## src/rtl/fb_arbiter.sv

```systemverilog
// rtl/fb_arbiter.sv - single-port framebuffer RAM arbiter: display reads vs buffered PPU writes
//
// Ports:
//   clk, rst_n                  clock, asynchronous active-low reset
//   rd_req/rd_addr/rd_gnt       display read request, address, same-cycle grant
//   rd_valid/rd_data            read data, two cycles after grant
//   wr_valid/wr_addr/wr_data    PPU write push, accepted when wr_ready
//   wr_ready, wfifo_level       write FIFO not full, FIFO occupancy
//   fifo_flush                  discard all pending writes
//   mem_en/mem_we/mem_addr/mem_wdata/mem_rdata   registered RAM drive, 1-cycle read data
//
// Optional feature: FB_ARB_STARVE_GUARD_EN forces a write slot after STARVE_MAX starved cycles.

module fb_arbiter #(
  parameter int ADDR_W      = 15,
  parameter int DATA_W      = 16,
  parameter int WFIFO_DEPTH = 4,
  parameter int STARVE_MAX  = 8
) (
  input  logic                           clk,
  input  logic                           rst_n,
  input  logic                           rd_req,
  input  logic [ADDR_W-1:0]              rd_addr,
  output logic                           rd_gnt,
  output logic                           rd_valid,
  output logic [DATA_W-1:0]              rd_data,
  input  logic                           wr_valid,
  input  logic [ADDR_W-1:0]              wr_addr,
  input  logic [DATA_W-1:0]              wr_data,
  output logic                           wr_ready,
  input  logic                           fifo_flush,
  output logic [$clog2(WFIFO_DEPTH):0]   wfifo_level,
  output logic                           mem_en,
  output logic                           mem_we,
  output logic [ADDR_W-1:0]              mem_addr,
  output logic [DATA_W-1:0]              mem_wdata,
  input  logic [DATA_W-1:0]              mem_rdata
);

  localparam int PTR_W = $clog2(WFIFO_DEPTH);
  localparam int LVL_W = PTR_W + 1;

  typedef enum logic [1:0] {
    SLOT_IDLE  = 2'd0,
    SLOT_READ  = 2'd1,
    SLOT_WRITE = 2'd2
  } slot_t;

  // Write FIFO storage and bookkeeping
  logic [ADDR_W-1:0] fifo_addr [WFIFO_DEPTH];
  logic [DATA_W-1:0] fifo_data [WFIFO_DEPTH];
  logic [PTR_W-1:0]  wr_ptr;
  logic [PTR_W-1:0]  rd_ptr;
  logic [LVL_W-1:0]  level;

  logic  fifo_empty;
  logic  fifo_full;
  logic  push;
  logic  pop;
  logic  force_write;
  slot_t slot;
  logic  rd_pend;

  assign fifo_empty  = (level == '0);
  assign fifo_full   = (level == LVL_W'(WFIFO_DEPTH));
  // Readiness comes from the registered level, so a pop in a full cycle
  // only frees space for the following cycle.
  assign wr_ready    = !fifo_full && !fifo_flush;
  assign push        = wr_valid && wr_ready;
  assign wfifo_level = level;

`ifdef FB_ARB_STARVE_GUARD_EN
  localparam int SC_W = $clog2(STARVE_MAX + 1);

  logic [SC_W-1:0] starve_cnt;

  // Once the write queue has waited STARVE_MAX cycles, steal one slot from reads.
  assign force_write = (starve_cnt == SC_W'(STARVE_MAX)) && !fifo_empty && !fifo_flush;

  always_ff @(posedge clk or negedge rst_n) begin
    if (!rst_n) begin
      starve_cnt <= '0;
    end else if (slot == SLOT_WRITE || fifo_flush || fifo_empty) begin
      starve_cnt <= '0;
    end else if (starve_cnt != SC_W'(STARVE_MAX)) begin
      starve_cnt <= starve_cnt + SC_W'(1);
    end
  end
`else
  // Guard absent: reads always win (expression is constant false).
  assign force_write = (STARVE_MAX < 0);
`endif

  // Slot arbitration: reads first, then FIFO drain; never drain during a flush.
  always_comb begin
    slot = SLOT_IDLE;
    if (rd_req && !force_write) begin
      slot = SLOT_READ;
    end else if (!fifo_empty && !fifo_flush) begin
      slot = SLOT_WRITE;
    end
  end

  assign rd_gnt = (slot == SLOT_READ);
  assign pop    = (slot == SLOT_WRITE);

  // FIFO pointers and occupancy
  always_ff @(posedge clk or negedge rst_n) begin
    if (!rst_n) begin
      wr_ptr <= '0;
      rd_ptr <= '0;
      level  <= '0;
    end else if (fifo_flush) begin
      wr_ptr <= '0;
      rd_ptr <= '0;
      level  <= '0;
    end else begin
      if (push) begin
        wr_ptr <= wr_ptr + PTR_W'(1);
      end
      if (pop) begin
        rd_ptr <= rd_ptr + PTR_W'(1);
      end
      case ({push, pop})
        2'b10:   level <= level + LVL_W'(1);
        2'b01:   level <= level - LVL_W'(1);
        default: level <= level;
      endcase
    end
  end

  // FIFO payload needs no reset; validity is tracked by level.
  always_ff @(posedge clk) begin
    if (push) begin
      fifo_addr[wr_ptr] <= wr_addr;
      fifo_data[wr_ptr] <= wr_data;
    end
  end

  // Registered RAM drive; address and data hold through idle slots.
  always_ff @(posedge clk or negedge rst_n) begin
    if (!rst_n) begin
      mem_en    <= 1'b0;
      mem_we    <= 1'b0;
      mem_addr  <= '0;
      mem_wdata <= '0;
    end else begin
      mem_en <= (slot != SLOT_IDLE);
      mem_we <= (slot == SLOT_WRITE);
      case (slot)
        SLOT_READ: begin
          mem_addr <= rd_addr;
        end
        SLOT_WRITE: begin
          mem_addr  <= fifo_addr[rd_ptr];
          mem_wdata <= fifo_data[rd_ptr];
        end
        default: begin
          mem_addr  <= mem_addr;
          mem_wdata <= mem_wdata;
        end
      endcase
    end
  end

  // Read valid pipeline: grant -> RAM drive -> RAM data.
  always_ff @(posedge clk or negedge rst_n) begin
    if (!rst_n) begin
      rd_pend  <= 1'b0;
      rd_valid <= 1'b0;
    end else begin
      rd_pend  <= rd_gnt;
      rd_valid <= rd_pend;
    end
  end

  assign rd_data = rd_valid ? mem_rdata : '0;

endmodule

```

## config.mk

```make
export PLATFORM = sky130hd
export DESIGN_NAME = fb_arbiter
export DESIGN_NICKNAME = d
export VERILOG_FILES = /design/src/rtl/fb_arbiter.sv
export SDC_FILE = /design/constraint.sdc
export NUM_CORES = 1
export LEC_CHECK = 0
export BUFFER_PORTS_ARGS = -buffer_cell sky130_fd_sc_hd__buf_2
export CAP_MARGIN = 20
export CORE_MARGIN = 1
export CORE_UTILIZATION = 35
export DETAILED_ROUTE_END_ITERATION = 8
export SYNTH_ARGS = -nofsm -noshare
export SYNTH_HDL_FRONTEND = slang
export SYNTH_SLANG_ARGS = --single-unit
```

## constraint.sdc

```tcl
create_clock -name clk -period 5.9 [get_ports clk]
set_input_delay 1.18 -clock clk [delete_from_list [all_inputs] [get_ports clk]]
set_output_delay 1.18 -clock clk [all_outputs]
set_load 0.03 [all_outputs]
```

-- Word-level counts from Yosys, hierarchy flattened
Memory sizes are Yosys's and may differ from the RTL's. A register that Yosys moved wholly into a read port is not among the register bits.
Cells that the tools add are included.
- eq/ne operators: 5
- add/subtract/negate cells: 4
- muxes and demuxes: 12
- reductions and logical operators: 13
- operators with widths (operator ; count):
    15-bit case mux with 2 select lines ; 1
    16-bit 2-to-1 mux ; 1
    2-bit 2-to-1 mux ; 6
    2-bit nonzero test ; 4
    3-bit case mux with 2 select lines ; 1
    2-bit by 1-bit adder with 2-bit output (second input constant) ; 2
    2-bit by 1-bit equality test with 1-bit output (second input constant) ; 2
    2-bit equality test (second input constant) ; 2
    1-bit zero test ; 4
    3-bit by 1-bit adder with 3-bit output (second input constant) ; 1
    3-bit equality test (second input constant) ; 1
    1-bit logical AND ; 3
    3-bit zero test ; 1
    3-bit 2-to-1 mux ; 1
    3-bit nonzero test ; 1
    3-bit by 1-bit subtractor with 3-bit output (second input constant) ; 1
    1-bit 2-to-1 mux ; 2
- memories kept: 2
- word-level logic and storage cells: 44
- flip-flop bits (word level): 26
- RAM bits: 124
- input port bits: 67
- output and inout bits: 55
- memories (name ; words ; width ; rd ports ; clocked after Yosys merged registers in ; write ports ; RTL line ; source):
    fifo_data ; 4 ; 16 ; 1 ; 1 ; 1 ; 51 ; logic [DATA_W-1:0] fifo_data [WFIFO_DEPTH];
    fifo_addr ; 4 ; 15 ; 1 ; 0 ; 1 ; 50 ; logic [ADDR_W-1:0] fifo_addr [WFIFO_DEPTH];

-- Logic depth before layout (Yosys ltp)
- word-level depth: 9
- depth in mapped cells: 11
- depth with buffers taken out: 9

-- Worst setup path after synthesis
OpenSTA, ideal clock, no wires.
- path type: input port to flip-flop
- start point: input port fifo_flush
- end point: memory fifo_addr[0][0] (enable)
- setup slack: 2.604 ns
- data required time: 5.509 ns
- stages: 3
- arrival: 2.905 ns
- path buffers: 1
- library setup time: 0.391 ns
- path through: clkbuf_1 a21oi_1 and3_1
- word-level cells in the longest chain between the ends: 5
- RTL lines (item ; RTL line ; source):
    from (decl) ; 31 ; input logic fifo_flush,
    1-bit zero test ; 68 ; assign wr_ready = !fifo_full && !fifo_flush;
    1-bit logical AND ; 68 ;
    via wr_ready ; 30 ; output logic wr_ready,
    1-bit logical AND ; 69 ; assign push = wr_valid && wr_ready;
    1-bit 2-to-1 mux ; 134 ; if (push) begin
    1-bit 2-to-1 mux (not written as such) ; 135 ; fifo_addr[wr_ptr] <= wr_addr;
    to (decl) ; 50 ;
The timed path passes the listed nets, and every way through them passes these cells.

-- Worst setup path in the final report
- start point: input port rd_req
- end point: register mem_addr[8]
- word-level cells in the longest chain between the ends: 3
- RTL lines (item ; RTL line ; source):
    from (decl) ; 22 ; input logic rd_req,
    2-bit 2-to-1 mux * ; 97 ; if (rd_req && !force_write) begin
    2-bit equality test or 2-bit by 1-bit equality test with 1-bit output (tied branches) ; 150 ; case (slot)
    15-bit case mux with 2 select lines or 2-bit nonzero test (tied branches) ; n/a ;
    to (signal assigned) ; 152 ; mem_addr <= rd_addr;
    to (signal assigned) ; 155 ; mem_addr <= fifo_addr[rd_ptr];
    to (signal assigned) ; 159 ; mem_addr <= mem_addr;
    to (decl) ; 35 ; output logic [ADDR_W-1:0] mem_addr,
Every way passes the cells marked *; elsewhere a longest branch is shown, timed or not.
A chain may end at the register's enable or synchronous reset.

==> summary.txt <==
EDFF count, synth -> 124
fmax -> 305 MHz
# resized after CTS -> 0
Critical Path Source Type -> input pin
Hold Crit Class -> reg2reg
MaxCap Viol Count -> 0
worst rel slew slack -> 0.375
Site Rows -> 49
commonest non-fill, non-tap cell in the layout -> edfxtp_1
final core utilization -> 0.436
dpl hpwl -> 8.14 mm
ys flop type -> edfxtp_1
Worst VDD drop -> 0.212 mV
crit path max fanout -> 29
Post-Syn Instances -> 366
DRT antenna net count -> 0
DIE AREA -> 19100 µm²
Post-Layout Inst Area -> 7880 µm²
Synth Warn # -> 0
GRT Residual Overflow -> 0
Pwr Density -> 427 nW/µm²
RSZ-0062 raised after global routing -> no
setup slack after layout -> 2.62 ns
Vias/cell -> 4.84
H-tree levels -> 4
Pleak -> 3.08 nW
Top Metal Used -> met4
Mapped Area -> 6490 µm²
largest net degree at the start of global routing -> 43
crit path DAT -> 3.58 ns
Post-synth ARST share -> 0.253
Post-CTS Setup Bufs -> 0
GP Congestion -> 0.759
register area share after synthesis -> 0.736
DRT iter0 DRCs -> 252
fraction of layout cells with a size suffix above 1 -> 0.373
crit path capture type -> flop
Clock Root Buffer -> clkbuf_16
routed wire length -> 13.0 mm
Num CTS Buffers -> 17
Post-DP Area -> 7280 µm²
commonest non-fill, non-tap cells in the layout -> edfxtp_1 (124), buf_2 (121), nand2_1 (49)
via count -> 3537
failing checks -> design-rule violations
Worst Max-Slew Pin Slew -> 0.937 ns
NumNets Final -> 560
router iterations before antenna repair -> 7
# setup viols final -> 0
Sink Count -> 166
setup_tns -> 0 ns
first-pass GRT wire length -> 21.1 mm
Seq cells post-synth -> 166
Mean Syn Cell Area -> 17.7 µm²
vias in the first global route -> 3810
DP Worst Slack -> 2.07 ns
# port buffers -> 121
drt wl/cell -> 17.8 µm
Die H -> 138 µm
hold_ws -> 0.346 ns
CTS clk-pin slew, worst paths -> 0.06 ns
hold_buf cts -> 0
Die X -> 138 µm
final slew viol count -> 0
Final min period -> 3.28 ns
Fin Clk Skew -> 0.00879 ns
Syn Nets -> 438
met3 routed WL -> 850 µm
worst skew pair latency -> 0.42 ns
crit path kind -> in2reg
antenna violations before repair -> 1
Max Root-Sink Buffers -> 2
Worst EP required -> 6.20 ns
Syn-to-layout area delta -> 21.4%
drt drc -> 52
post-route clock period utilization -> 0.555
Initial Utilization -> 0.359
total track usage -> 0.149
I/O pin total -> 122
TritonCTS clock tree -> done
M1 WL -> 5.67 mm
core area -> 18100 µm²
status -> complete, but fails checks
met2 WL post-DR -> 6.31 mm
Fillers -> 1593
post-synth cell types -> 37
endpoints failing hold -> 0
per-stage QoR:
stage                     cells  total power [mW]
final                       731              3.37
after global routing        730              3.53
after floorplan             366              2.09
after global placement      697              2.30
after CTS                   729              3.41
after detailed placement    697              2.33
power breakdown:
group	total, mW	internal (mW)	switching [mW]
Clock	1.08	0.656	0.425
Combinational	0.775	0.297	0.478
Sequential	1.51	1.41	0.103
path summary, 6_finish.rpt:
| check | endpoint | slack (ns) | startpoint | cells after the start |
|---|---|---|---|---|
| min | rd_valid | 0.35 | rd_pend | 0 |
| max in group asynchronous | rd_ptr[1] | 4.65 | rst_n | 2 |
| min reg2reg | rd_valid | 0.35 | rd_pend | 0 |
| max | mem_addr[8] | 2.62 | rd_req | 5 |
| max reg2reg | mem_addr[8] | 3.07 | wfifo_level[1] | 5 |
| min in group asynchronous | wfifo_level[1] | 0.72 | rst_n | 1 |
critical path: stages:
cell,delay (ns)
buf_2,0.39
or3_1,0.70
inv_1,0.67
and2_1,0.34
a221o_1,0.26
logic make-up after synthesis:
kind of cell | Yosys count | share of synthesized area
buffers and inverters | 32 | 0.0258
adders and majority gates | 5 | 0.0108
DFF | 166 | 0.736
and+or+nand+nor | 103 | 0.0779
xor gates and xnor gates | 2 | 0.00270
muxes | 34 | 0.115
AOI/OAI and AO/OA | 24 | 0.0318
cell type report:
type | instances | area, µm² | area share
Timing Repair Buffer | 124 | 641 | 0.0813
Tap cell | 229 | 287 | 0.0363
Clock buffer | 23 | 479 | 0.0608
Inverter | 11 | 41.3 | 0.00524
Multi-Input combinational cell | 168 | 1550 | 0.197
Clock inverter | 9 | 101 | 0.0129
Sequential cell | 166 | 4780 | 0.606
Antenna cell | 1 | 2.50 | 0.000317
metal layers:
layer / up-vias / track usage
li1: 1638 / -
met1: 1758 / 0.185
met2: 123 / 0.242
met3: 18 / 0.0440
met4: 0 / 0.0627
met5: - / 0
Yosys cell counts (3+ instances only):
master	n	area [µm²]
clkbuf_1	6	22.5
mux4_2	26	586
buf_4	4	30.0
ha_1	4	50.1
buf_2	7	35.0
nor2_1	10	37.5
and3_1	4	25.0
a221o_1	12	120
edfxtp_1	124	3720
a221oi_1	3	26.3
inv_1	11	41.3
nand2_1	49	184
and2_1	29	181
a21oi_1	3	15.0
mux4_1	5	131
dfrtp_1	42	1050
registers in the layout, summed over array words and instances, names as in the netlist:
register,flops
mem_we,1
fifo_data,64
wfifo_level,3
mem_wdata,16
wr_ptr,2
rd_valid,1
rd_pend,1
mem_en,1
rd_ptr,2
fifo_addr,60
mem_addr,15
Note: power is estimated with default switching activity, not from simulation.
